File: src/rtl/mem_access_unit_pkg.sv
// Shared types for the MEM stage: FSM state encoding, field widths and the
// MEM/WB pipeline register layout.
package mem_access_unit_pkg;

   localparam int WORD_W = 32;
   localparam int REG_W  = 5;

   typedef enum logic [1:0] {
      S_IDLE,
      S_REQ,
      S_WAIT,
      S_DONE
   } state_t;

   typedef struct packed {
      logic              reg_write;
      logic              mem_to_reg;
      logic [REG_W-1:0]  write_register;
      logic [WORD_W-1:0] alu_result;
      logic [WORD_W-1:0] read_data;
   } memwb_t;

endpackage

File: src/rtl/mem_access_unit_memwb_reg.sv
// MEM/WB pipeline register; a bubble loads all-zero fields (no write-back).
import mem_access_unit_pkg::*;

module memwb_reg (
   input  logic   clk,
   input  logic   rst,
   input  logic   bubble_i,
   input  memwb_t d_i,
   output memwb_t q_o
);

   always_ff @(posedge clk or posedge rst) begin
      if (rst) begin
         q_o <= '0;
      end else if (bubble_i) begin
         q_o <= '0;
      end else begin
         q_o <= d_i;
      end
   end

endmodule

File: src/rtl/mem_access_unit.sv
// MEM stage: runs word loads/stores on a handshaked data-memory port, stalls
// upstream while an access is outstanding and owns the MEM/WB register.
import mem_access_unit_pkg::*;

module mem_access_unit #(
   parameter int TIMEOUT = 16,
   parameter int CNT_W   = 5
) (
   input  logic              clk,
   input  logic              rst,
   input  logic [WORD_W-1:0] alu_result,
   input  logic [WORD_W-1:0] store_data,
   input  logic [REG_W-1:0]  write_register,
   input  logic [REG_W-1:0]  rt,
   input  logic              reg_write,
   input  logic              mem_read,
   input  logic              mem_write,
   input  logic              mem_to_reg,
   input  logic              wb_reg_write,
   input  logic [REG_W-1:0]  wb_write_register,
   input  logic [WORD_W-1:0] wb_write_data,
   output logic              dmem_req,
   output logic              dmem_we,
   output logic [WORD_W-1:0] dmem_addr,
   output logic [WORD_W-1:0] dmem_wdata,
   input  logic              dmem_gnt,
   input  logic              dmem_rvalid,
   input  logic [WORD_W-1:0] dmem_rdata,
   output logic              stall,
   output logic              misalign,
   output logic              bus_err,
   output logic              memwb_reg_write,
   output logic              memwb_mem_to_reg,
   output logic [REG_W-1:0]  memwb_write_register,
   output logic [WORD_W-1:0] memwb_alu_result,
   output logic [WORD_W-1:0] memwb_read_data
);

   state_t            state_q;
   logic [CNT_W-1:0]  cnt_q;
   logic [WORD_W-1:0] addr_q;
   logic [WORD_W-1:0] wdata_q;
   logic [WORD_W-1:0] rdata_q;
   logic [REG_W-1:0]  wreg_q;
   logic              we_q;
   logic              regw_q;
   logic              m2r_q;
   logic              err_q;

   logic              mem_op;
   logic              aligned;
   logic              fwd;
   logic [WORD_W-1:0] eff_wdata;
   logic              timeout;
   logic              in_idle;
   logic              busy;
   logic              bubble;
   memwb_t            memwb_d;
   memwb_t            memwb_q;

   assign mem_op    = mem_read | mem_write;
   assign aligned   = (alu_result[1:0] == 2'b00);
   assign fwd       = wb_reg_write & (wb_write_register == rt) & (rt != '0);
   assign eff_wdata = fwd ? wb_write_data : store_data;
   // Fires on the cycle whose increment would reach TIMEOUT-1.
   assign timeout   = (cnt_q == CNT_W'(TIMEOUT - 2));
   assign in_idle   = (state_q == S_IDLE);
   assign busy      = (state_q == S_REQ) || (state_q == S_WAIT);

   always_ff @(posedge clk or posedge rst) begin
      if (rst) begin
         state_q <= S_IDLE;
         cnt_q   <= '0;
         addr_q  <= '0;
         wdata_q <= '0;
         rdata_q <= '0;
         wreg_q  <= '0;
         we_q    <= 1'b0;
         regw_q  <= 1'b0;
         m2r_q   <= 1'b0;
         err_q   <= 1'b0;
      end else begin
         case (state_q)
            S_IDLE: begin
               if (mem_op && aligned) begin
                  state_q <= S_REQ;
                  cnt_q   <= '0;
                  addr_q  <= alu_result;
                  wdata_q <= eff_wdata;
                  we_q    <= mem_write;
                  wreg_q  <= write_register;
                  regw_q  <= reg_write;
                  m2r_q   <= mem_to_reg;
                  rdata_q <= '0;
                  err_q   <= 1'b0;
               end
            end
            S_REQ: begin
               cnt_q <= cnt_q + 1'b1;
               if (timeout) begin
                  err_q   <= 1'b1;
                  state_q <= S_DONE;
               end else if (dmem_gnt) begin
                  state_q <= we_q ? S_DONE : S_WAIT;
               end
            end
            S_WAIT: begin
               cnt_q <= cnt_q + 1'b1;
               if (dmem_rvalid) begin
                  rdata_q <= dmem_rdata;
                  state_q <= S_DONE;
               end else if (timeout) begin
                  err_q   <= 1'b1;
                  state_q <= S_DONE;
               end
            end
            S_DONE: begin
               state_q <= S_IDLE;
            end
            default: begin
               state_q <= S_IDLE;
            end
         endcase
      end
   end

   assign dmem_req   = (state_q == S_REQ) && !timeout;
   assign dmem_we    = dmem_req & we_q;
   assign dmem_addr  = dmem_req ? addr_q  : '0;
   assign dmem_wdata = dmem_req ? wdata_q : '0;
   assign bus_err    = timeout && ((state_q == S_REQ) ||
                                   ((state_q == S_WAIT) && !dmem_rvalid));
   assign misalign   = !rst && in_idle && mem_op && !aligned;
   assign stall      = !rst && (busy || (in_idle && mem_op && aligned));

   always_comb begin
      memwb_d = '0;
      bubble  = 1'b1;
      case (state_q)
         S_IDLE: begin
            if (!(mem_op && aligned)) begin
               bubble                 = 1'b0;
               memwb_d.reg_write      = reg_write & !mem_op;
               memwb_d.mem_to_reg     = mem_to_reg;
               memwb_d.write_register = write_register;
               memwb_d.alu_result     = alu_result;
            end
         end
         S_DONE: begin
            bubble                 = 1'b0;
            memwb_d.reg_write      = regw_q & !err_q;
            memwb_d.mem_to_reg     = m2r_q;
            memwb_d.write_register = wreg_q;
            memwb_d.alu_result     = addr_q;
            memwb_d.read_data      = (err_q || we_q) ? '0 : rdata_q;
         end
         default: begin
            bubble = 1'b1;
         end
      endcase
   end

   memwb_reg u_memwb (
      .clk      (clk),
      .rst      (rst),
      .bubble_i (bubble),
      .d_i      (memwb_d),
      .q_o      (memwb_q)
   );

   assign memwb_reg_write      = memwb_q.reg_write;
   assign memwb_mem_to_reg     = memwb_q.mem_to_reg;
   assign memwb_write_register = memwb_q.write_register;
   assign memwb_alu_result     = memwb_q.alu_result;
   assign memwb_read_data      = memwb_q.read_data;

endmodule

File: config.mk
export PLATFORM = sky130hd
export DESIGN_NAME = mem_access_unit
export DESIGN_NICKNAME = d
export VERILOG_FILES = /design/src/rtl/mem_access_unit_pkg.sv /design/src/rtl/mem_access_unit_memwb_reg.sv /design/src/rtl/mem_access_unit.sv
export SDC_FILE = /design/constraint.sdc
export NUM_CORES = 1
export LEC_CHECK = 0
export CAP_MARGIN = 40
export CELL_PAD_IN_SITES_DETAIL_PLACEMENT = 1
export CELL_PAD_IN_SITES_GLOBAL_PLACEMENT = 1
export CORE_ASPECT_RATIO = 1.5
export CORE_MARGIN = 3
export CORE_UTILIZATION = 47
export CTS_BUF_LIST = sky130_fd_sc_hd__clkbuf_4
export DETAILED_ROUTE_END_ITERATION = 10
export DONT_BUFFER_PORTS = 1
export HOLD_SLACK_MARGIN = 0.12
export PLACE_DENSITY = 0.87
export SLEW_MARGIN = 10
export SYNTH_ARGS = -nofsm -noshare
export SYNTH_HDL_FRONTEND = slang
export SYNTH_SLANG_ARGS = --single-unit
File: constraint.sdc
create_clock -name clk -period 9.8 [get_ports clk]
set_input_delay 1.96 -clock clk [delete_from_list [all_inputs] [get_ports clk]]
set_output_delay 1.96 -clock clk [all_outputs]
set_load 0.01 [all_outputs]
==> results_dict.tcl, run 1 <==
set metrics [dict create \
    synthSimpleGateAreaFrac_pct 20.26 \
    fin_crit_sh_pct 52.39 \
    drc 0 \
    die_y_um 172.0 \
    synth_xor_area_share_pct 0.4058 \
    finalSetupViolations 0 \
    synthAdderAreaFrac_pct 0.8696 \
    cp_cell_sequence "or2_1 > or2_2 > a21oi_1" \
    synth-edff-count 0 \
    synth_top_family_by_area "simple AND/OR/NAND/NOR gates" \
    critPathMaxFanout 17 \
    path_clk_slew_ps 160 \
    p_leak_nw 4.370 \
    cts.sinks 183 \
    hp-class "reg -> reg" \
    cts_buffers 17 \
    seq_area_frac_synth_pct 53.04 \
    met2_usage_pct 40.58 \
    crit_required_ps 7840 \
    gp_congestion 0.7682 \
    dieWidth_um 116.7 \
    core_mm2 0.01802 \
    clk_latency_ps 570 \
    path_class "in -> out" \
    drtIter0Drc 446 \
    synth-seq-cells 183 \
    viasPerCell 6.207 \
    cp-start-kind "primary input" \
    wl_um 24110 \
    cts_hold_buf 0 \
    ioPinCount 292 \
    grt_most_used_layer "met2" \
    syn-num-nets 1017 \
    final_nets 969 \
    whs_path_depth 1 \
    area_delta_synth_final_pct 4.797 \
    slew_viol_final 0 \
    skew_ps 25.23 \
    hpwl_um 16290 \
    avgSynthCellArea_um2 10.05 \
    crit_path_end_kind "primary output" \
    final.min_clock_period_ps 5134 \
    clockBufferDepth 2 \
    drt-wirelength-per-cell_um 23.16 \
    synth_warnings 0 \
    synth.area.mux_share_pct 0.1159 \
    status "finished, final reports clean" \
    antenna_found_initial 1 \
    met3_usage_pct 5.987 \
    final_common_cell "dfrtp_1" \
    vias 6462 \
    root_buffer "clkbuf_4" \
    critPathMaxStageDelay_ps 530 \
    netlist-cell-type-count 44 \
    crit_slowest_cell "or2_2" \
    antenna_left 0 \
    tritoncts "done" \
    synth_area_mm2 0.008633 \
    syn_inst 859 \
    overflow 0 \
    synthFlopType "dfrtp_1" \
    ys_top_cells_by_area "dfrtp_1 (53%), nand2_1 (6.6%), o41ai_2 (5.7%), and3_1 (4.8%), a22oi_1 (3.3%)" \
    crit_arrival_ps 3170 \
    tightestPinTransition_ps 800.3 \
    grt_pass1_wl_um 36670 \
    dieArea_mm2 0.02006 \
    first_global_vias 6589 \
    hold_viol 0 \
    grt_start_max_net_pins 107 \
    reg2reg_depth 6 \
    pwr_density_cell_mw_per_mm2 282.5 \
    met1_usage_pct 28.50 \
    rows 60 \
    initial_core_util_pct 47.92 \
    final_cell_mix "dfrtp_1 (183), nand2_1 (152), and3_1 (66)" \
    fin_setup_tns_ps 0 \
    drive_gt1_share_pct 11.66 \
    track_usage_pct 23.74 \
    synth_top_cell_area_share_pct 53.04 \
    port_buffers 0 \
    maxSlewHeadroom_pct 46.65 \
    firstDrtPassIters 5 \
    synthArstFlopShare_pct 100.0 \
    ctsHtreeMaxLevel 4 \
    cts_resized 0 \
    rsz0062_at_grt "no" \
    final_util_pct 50.22 \
    synth_compound_area_share_pct 19.30 \
    maxCapViolCount 0 \
    ir_drop_uv 241.7 \
    post-synth-top-area-cell "dfrtp_1" \
    max_freq_mhz 194.8 \
    cts_setup_buffers 0 \
]
## critical path, delay by kind of cell
family	cells	cell delay [ps]
AO/OA/AOI/OAI	1	330
AND/OR/NAND/NOR	2	870
## report_power, final
| part | switching [W] | leakage [nW] | total [W] | internal [W] |
|---|---|---|---|---|
| clock network | 0.000271 | 0.159 | 0.000432 | 0.000161 |
| logic | 0.000604 | 1.84 | 0.000919 | 0.000315 |
| registers | 0.000200 | 2.37 | 0.00120 | 0.00100 |
## layer usage
metal	share of wire, %	vias to the layer above
met5	0	-
met4	3.3	0
met3	6.7	48
met2	52	259
met1	38	3248
li1	-	2907
## registers in the layout, summed over array words and instances (netlist names), 2 cells and up
register and cells:
state_q 2, rdata_q 32, u_memwb.q_o 71, wreg_q 5
addr_q 32, cnt_q 5, wdata_q 32
## cells in the mapped netlist (6+ instances only)
| cell | n |
|---|---|
| nand2_1 | 152 |
| a21oi_1 | 7 |
| buf_2 | 15 |
| and3_1 | 66 |
| inv_1 | 35 |
| buf_6 | 7 |
| and2_1 | 36 |
| a22oi_1 | 38 |
| clkbuf_1 | 61 |
| dfrtp_1 | 183 |
| nor2_1 | 45 |
| o22a_1 | 31 |
| o21ai_0 | 39 |
| o31a_1 | 28 |
| nand4_1 | 32 |
| o41ai_2 | 30 |
| ha_1 | 6 |
## metrics by stage
stage / worst slack [ps] / area, um2 / hold slack, ps / instances / total power (W)
floorplan: 2868 / 8633 / 445.8 / 859 / 0.001854
global placement: 4448 / 8663 / 453.1 / 1005 / 0.002086
detailed placement: 4659 / 8758 / 461.3 / 1009 / 0.002149
CTS: 4654 / 9045 / 482.1 / 1040 / 0.002584
global route: 4581 / 9047 / 491.1 / 1041 / 0.002739
finish: 4666 / 9047 / 475.4 / 1041 / 0.002556
## final cells by class
cell class | instances | area (um2)
clock inverters | 12 | 143.9
flip-flops and latches | 183 | 4579
diodes | 1 | 2.502
fillers | 1977 | 8970
inverters | 35 | 138.9
repair buffers | 17 | 192.7
well taps | 217 | 271.5
clock buffers | 19 | 142.6
multi-input cells | 557 | 3576
## cells by family (layout without fill, tap and decap cells)
group                      count (synthesis)  in the layout
adders and majority gates                  6              6
xor gates and xnor gates                   4              4
DFF                                      183            183
buffers and inverters                    119             83
and+or+nand+nor                          354            354
other                                      0              1
muxes                                      1              1
AOI/OAI and AO/OA                        192            192
## path summary, 6_finish.rpt
check	from	to	slack (ps)
setup reg to reg	state_q[0]$_DFFE_PP0P_	cnt_q[4]$_DFFE_PP0P_	7080
hold / removal	rdata_q[9]$_DFFE_PP0P_	u_memwb.q_o[9]$_DFF_PP0_	480
max in group asynchronous	rst	cnt_q[0]$_DFFE_PP0P_	7180
min in group asynchronous	rst	regw_q$_DFFE_PP0P_	1340
hold reg to reg	rdata_q[9]$_DFFE_PP0P_	u_memwb.q_o[9]$_DFF_PP0_	480
setup / recovery	alu_result[0]	stall	4670
Power figures use the tool's default switching activity.
==> run 2, diff against run 1 <==
--- a/config.mk
+++ b/config.mk
@@ -10,7 +10,7 @@
 export CELL_PAD_IN_SITES_GLOBAL_PLACEMENT = 1
 export CORE_ASPECT_RATIO = 1.5
 export CORE_MARGIN = 3
-export CORE_UTILIZATION = 47
+export CORE_UTILIZATION = 45
 export CTS_BUF_LIST = sky130_fd_sc_hd__clkbuf_4
 export DETAILED_ROUTE_END_ITERATION = 10
 export DONT_BUFFER_PORTS = 1
==> constraint.sdc (replaced) <==
create_clock -name clk -period 4.6 [get_ports clk]
set_input_delay 0.92 -clock clk [delete_from_list [all_inputs] [get_ports clk]]
set_output_delay 0.92 -clock clk [all_outputs]
set_load 0.01 [all_outputs]
==> results_dict.tcl, run 2 (synthesis gave the netlist of run 1 again) <==
set metrics [dict create \
    hpwl_um 16890 \
    cts_resized 0 \
    clockBufferDepth 2 \
    final_nets 970 \
    crit_slowest_cell "or2_2" \
    cts_buffers 17 \
    tightestPinTransition_ps 886.8 \
    initial_core_util_pct 46.17 \
    stdcell_area_mm2 0.009071 \
    dieWidth_um 119.1 \
    die_y_um 175.6 \
    crit_arrival_ps 2780 \
    wl_um 24770 \
    ctsHtreeMaxLevel 4 \
    crit_required_ps 3680 \
    area_delta_synth_final_pct 5.072 \
    hold_viol 0 \
    pwr_density_cell_mw_per_mm2 594.5 \
    critPathMaxStageDelay_ps 650 \
    cp-start-kind "flop" \
    largest-register "u_memwb.q_o" \
    vias 6520 \
    final.min_clock_period_ps 3703 \
    slew_viol_final 0 \
    cp_cell_sequence "inv_1 > ha_1 > o21ai_2 > or2_2 > a21oi_1" \
    viasPerCell 6.043 \
    antenna_found_initial 2 \
    largest_reg_flops 71 \
    power_w 0.005393 \
    final_common_cell "dfrtp_1" \
    crit_path_end_kind "primary output" \
    pwr-share-comb_pct 35.5 \
    clk_latency_ps 550 \
    drt-wirelength-per-cell_um 22.95 \
    clkPwrFrac_pct 16.2 \
    path_clk_slew_ps 180 \
    p_seq_share_pct 48.3 \
    antenna_left 0 \
    grt_start_max_net_pins 92 \
    port_buffers 0 \
    max_freq_mhz 270.1 \
    intPower_w 0.003032 \
    skew_ps 30.25 \
    dieArea_mm2 0.02092 \
    core_mm2 0.01870 \
    met3_usage_pct 6.250 \
    met2_usage_pct 40.53 \
    final_util_pct 48.51 \
    cts_hold_buf 1 \
    rows 61 \
    maxSlewHeadroom_pct 40.88 \
    firstDrtPassIters 5 \
    fin_crit_sh_pct 80.49 \
    switchingPower_w 0.002361 \
    grt_pass1_wl_um 39130 \
    rsz0062_at_grt "no" \
    finalSetupViolations 0 \
    cts.sinks 183 \
    path_class "reg -> out" \
    tritoncts "done" \
    ioPinCount 292 \
    status "finished, final reports clean" \
    fin_ws_ps 897.5 \
    cts_setup_buffers 0 \
    root_buffer "clkbuf_4" \
    final_cell_mix "dfrtp_1 (183), nand2_1 (152), and3_1 (66)" \
    fin_setup_tns_ps 0 \
    ir_drop_uv 447.3 \
    drive_gt1_share_pct 11.76 \
    switching_share_pct 43.79 \
    gp_congestion 0.8211 \
    overflow 0 \
    post-place-ws_ps 1343 \
    first_global_vias 6960 \
    met1_usage_pct 27.95 \
    track_usage_pct 23.41 \
    hp-class "in -> reg" \
    drtIter0Drc 531 \
    grt_most_used_layer "met2" \
    placed_area_mm2 0.008768 \
    p_leak_nw 4.344 \
    critPathMaxFanout 43 \
    maxCapViolCount 0 \
    drc 0 \
]
==> run 2: changes by cell type in the layout (fill, tap and decap cells not counted), sizes merged <==
cell and delta:
bufinv -2, clkbuf -2, clkinvlp +5, diode +1
dlygate4sd3 +1
==> run 2: routing by layer <==
metal | routed length (um) | vias up
met5 | 0 | -
met4 | 681 | 0
met3 | 1505 | 39
met2 | 12950 | 238
met1 | 9631 | 3332
li1 | - | 2911
==> run 2: path summary, 6_finish.rpt <==
| check | start | endpoint | slack [ps] | cells after the start |
|---|---|---|---|---|
| setup / recovery | state_q[0]$_DFFE_PP0P_ | stall | 900 | 5 |
| hold / removal | alu_result[15] | addr_q[15]$_DFFE_PP0P_ | 450 | 2 |
| setup reg to reg | state_q[0]$_DFFE_PP0P_ | cnt_q[4]$_DFFE_PP0P_ | 1890 | 6 |
| hold reg to reg | rdata_q[1]$_DFFE_PP0P_ | u_memwb.q_o[1]$_DFF_PP0_ | 470 | 1 |
| max in group asynchronous | rst | wdata_q[20]$_DFFE_PP0P_ | 2790 | 3 |
| min in group asynchronous | rst | cnt_q[0]$_DFFE_PP0P_ | 810 | 2 |
==> run 2: worst max-delay path: cells and delay by family, from the launching register on <==
kind                     cells  cell delay [ps]
AND/OR/NAND/NOR              1              650
adder cells (fa/ha/maj)      1              420
AO/OA/AOI/OAI                2              580
buffers and inverters        1              110
flip-flops                   1              460
==> run 2: layout make-up <==
cell class                 count  area [um2]
multi-input combinational    557        3573
inverter                      35       135.1
clock inverter                15       160.2
tap                          252       315.3
antenna                        2       5.005
sequential                   183        4579
fill                        2082        9628
clock buffer                  17       127.6
timing repair buffer          18       175.2
==> run 2: power groups by stage <==
stage	clock network [W]	logic [W]	registers, W
2_1_floorplan	0	0.00150	0.00245
3_3_place_gp	0	0.00184	0.00262
3_5_place_dp	0	0.00192	0.00263
4_1_cts	0.000907	0.00193	0.00260
5_1_grt	0.000972	0.00213	0.00266
6_report	0.000873	0.00192	0.00260
==> run 2: per-stage QoR <==
stage,std cells,hold slack [ps]
floorplan,859,445.8
global placement,1044,453.5
detailed placement,1044,460.4
CTS,1077,382.0
global route,1079,374.1
finish,1079,445.8
==> run 3, diff against run 2 <==
--- a/config.mk
+++ b/config.mk
@@ -10,7 +10,7 @@
 export CELL_PAD_IN_SITES_GLOBAL_PLACEMENT = 1
 export CORE_ASPECT_RATIO = 1.5
 export CORE_MARGIN = 3
-export CORE_UTILIZATION = 45
+export CORE_UTILIZATION = 47
 export CTS_BUF_LIST = sky130_fd_sc_hd__clkbuf_4
 export DETAILED_ROUTE_END_ITERATION = 10
 export DONT_BUFFER_PORTS = 1
==> constraint.sdc (replaced) <==
create_clock -name clk -period 3.7 [get_ports clk]
set_input_delay 0.74 -clock clk [delete_from_list [all_inputs] [get_ports clk]]
set_output_delay 0.74 -clock clk [all_outputs]
set_load 0.01 [all_outputs]
==> results_dict.tcl, run 3 (synthesis gave the netlist of run 1 again) <==
set metrics [dict create \
    status "finished, final reports clean" \
    max_freq_mhz 308.4 \
    firstDrtPassIters 4 \
    fillers 1995 \
    path_class "reg -> out" \
    largest_reg_flops 71 \
    antenna_left 0 \
    track_usage_pct 24.48 \
    cp_cell_sequence "inv_1 > ha_1 > o21ai_2 > or2_2 > a21oi_1" \
    initial_core_util_pct 47.92 \
    r2r_start "state_q[0]$_DFFE_PP0P_" \
    met3_length_um 1658 \
    crit_slowest_cell "dfrtp_1" \
    path_clk_slew_ps 180 \
    final_cell_mix "dfrtp_1 (183), nand2_1 (152), and3_1 (66)" \
    clk_latency_ps 580 \
    hold_viol 0 \
    grt_start_max_net_pins 63 \
    die_y_um 172.0 \
    crit_required_ps 2960 \
    port_buffers 0 \
    maxSlewHeadroom_pct 44.67 \
    critPathMaxFanout 10 \
    hp-class "in -> reg" \
    maxCapViolCount 0 \
    grt_pass1_wl_um 37910 \
    first_global_vias 6877 \
    pwr_density_cell_mw_per_mm2 737.0 \
    r2r_slack_ps 1050 \
    final.min_clock_period_ps 3242 \
    dp.cells 1015 \
    r2r-end "rdata_q[6]$_DFFE_PP0P_" \
    drc 0 \
    reg2reg_depth 6 \
    final_nets 976 \
    rows 60 \
    wl_met1_um 9445 \
    cts_setup_buffers 0 \
    drive_gt1_share_pct 12.39 \
    ctsHtreeMaxLevel 4 \
    finalSetupViolations 0 \
    overflow 0 \
    cp-start-kind "flop" \
    crit_path_end_kind "primary output" \
    dieArea_mm2 0.02006 \
    critPathTopFamily "compound AO/OA/AOI/OAI gates" \
    ioPinCount 292 \
    dieWidth_um 116.7 \
    final_common_cell "dfrtp_1" \
    cts_buffers 17 \
    worstHoldStart "alu_result[20]" \
    tightestPinTransition_ps 829.9 \
    viasPerCell 6.304 \
    routed-wl-met2_um 13050 \
    holdPathEnd "addr_q[20]$_DFFE_PP0P_" \
    skew_ps 27.24 \
    gp_congestion 0.8112 \
    fin_setup_tns_ps 0 \
    area_delta_synth_final_pct 5.246 \
    tritoncts "done" \
    final_cells 1050 \
    cts.sinks 183 \
    drt-wirelength-per-cell_um 23.88 \
    fin_crit_sh_pct 87.63 \
    ir_drop_uv 593.1 \
    largest-register "u_memwb.q_o" \
    crit_buf_inv 1 \
    whs_path_depth 2 \
    highest_layer "met4" \
    critPathMaxStageDelay_ps 480 \
    antenna_found_initial 1 \
    cts_resized 0 \
    drtIter0Drc 415 \
    wl_um 25080 \
    rsz0062_at_grt "no" \
    clockBufferDepth 2 \
    hpwl_um 17160 \
    vias 6619 \
    p_leak_nw 4.375 \
    core_mm2 0.01802 \
    slew_viol_final 0 \
    power_w 0.006697 \
    crit_arrival_ps 2500 \
    root_buffer "clkbuf_4" \
]
-- run 3: cell type report --
class                   count  area (um2)  area share, %
inverters                  35       135.1          1.487
clock inverters            14       138.9          1.529
well taps                 217       271.5          2.988
flip-flops and latches    183        4579          50.40
clock buffers              18       135.1          1.487
diodes                      2       5.005        0.05508
repair buffers             24       245.2          2.699
multi-input cells         557        3576          39.36
-- run 3: worst max-delay path by stage --
stage / endpoint / cells after the start / from / slack (ps)
floorplan: addr_q[0]$_DFFE_PP0P_ / 1 / rst / 610
global placement: wdata_q[9]$_DFFE_PP0P_ / 5 / wb_write_register[2] / 1060
detailed placement: wdata_q[16]$_DFFE_PP0P_ / 5 / wb_write_register[2] / 1030
CTS: stall / 5 / state_q[0]$_DFFE_PP0P_ / 400
global route: stall / 5 / state_q[0]$_DFFE_PP0P_ / 310
finish: stall / 5 / state_q[0]$_DFFE_PP0P_ / 460
-- run 3: worst reg2reg max path: stages, from the launching register on --
cell and delay, ps:
dfrtp_1 480, inv_1 110, ha_1 470, o21a_2 790, buf_4 460, o21ai_0 200, nand2_1 100
-- run 3: per-stage QoR --
| step | hold slack, ps | setup slack (ps) | area, um2 | util [%] |
|---|---|---|---|---|
| after floorplan | 445.8 | 609.5 | 8637 | - |
| after global placement | 451.4 | 1064 | 8777 | 48.72 |
| after detailed placement | 461.6 | 1032 | 8797 | 48.83 |
| after CTS | 183.1 | 402.4 | 9081 | 50.40 |
| after global routing | 163.8 | 311.1 | 9084 | 50.42 |
| final | 239.2 | 457.8 | 9086 | 50.43 |
-- run 3: where the power goes --
part           total, W  switching (W)  internal [W]  leakage [nW]
combinational   0.00244        0.00162      0.000816          1.87
sequential      0.00318       0.000521       0.00266          2.37
clock           0.00108       0.000772      0.000304         0.140
-- run 3: repair_timing --
item                       in CTS  in global routing
setup endpoints to repair       0                  0
hold buffers                    1                  0
hold endpoints to repair       14                  0
-- run 3: per-layer routing --
metal | up-vias | global-route usage [%]
met2 | 235 | 42.45
met4 | 0 | 10.33
met3 | 52 | 6.793
met5 | - | 0
li1 | 2928 | -
met1 | 3404 | 28.23
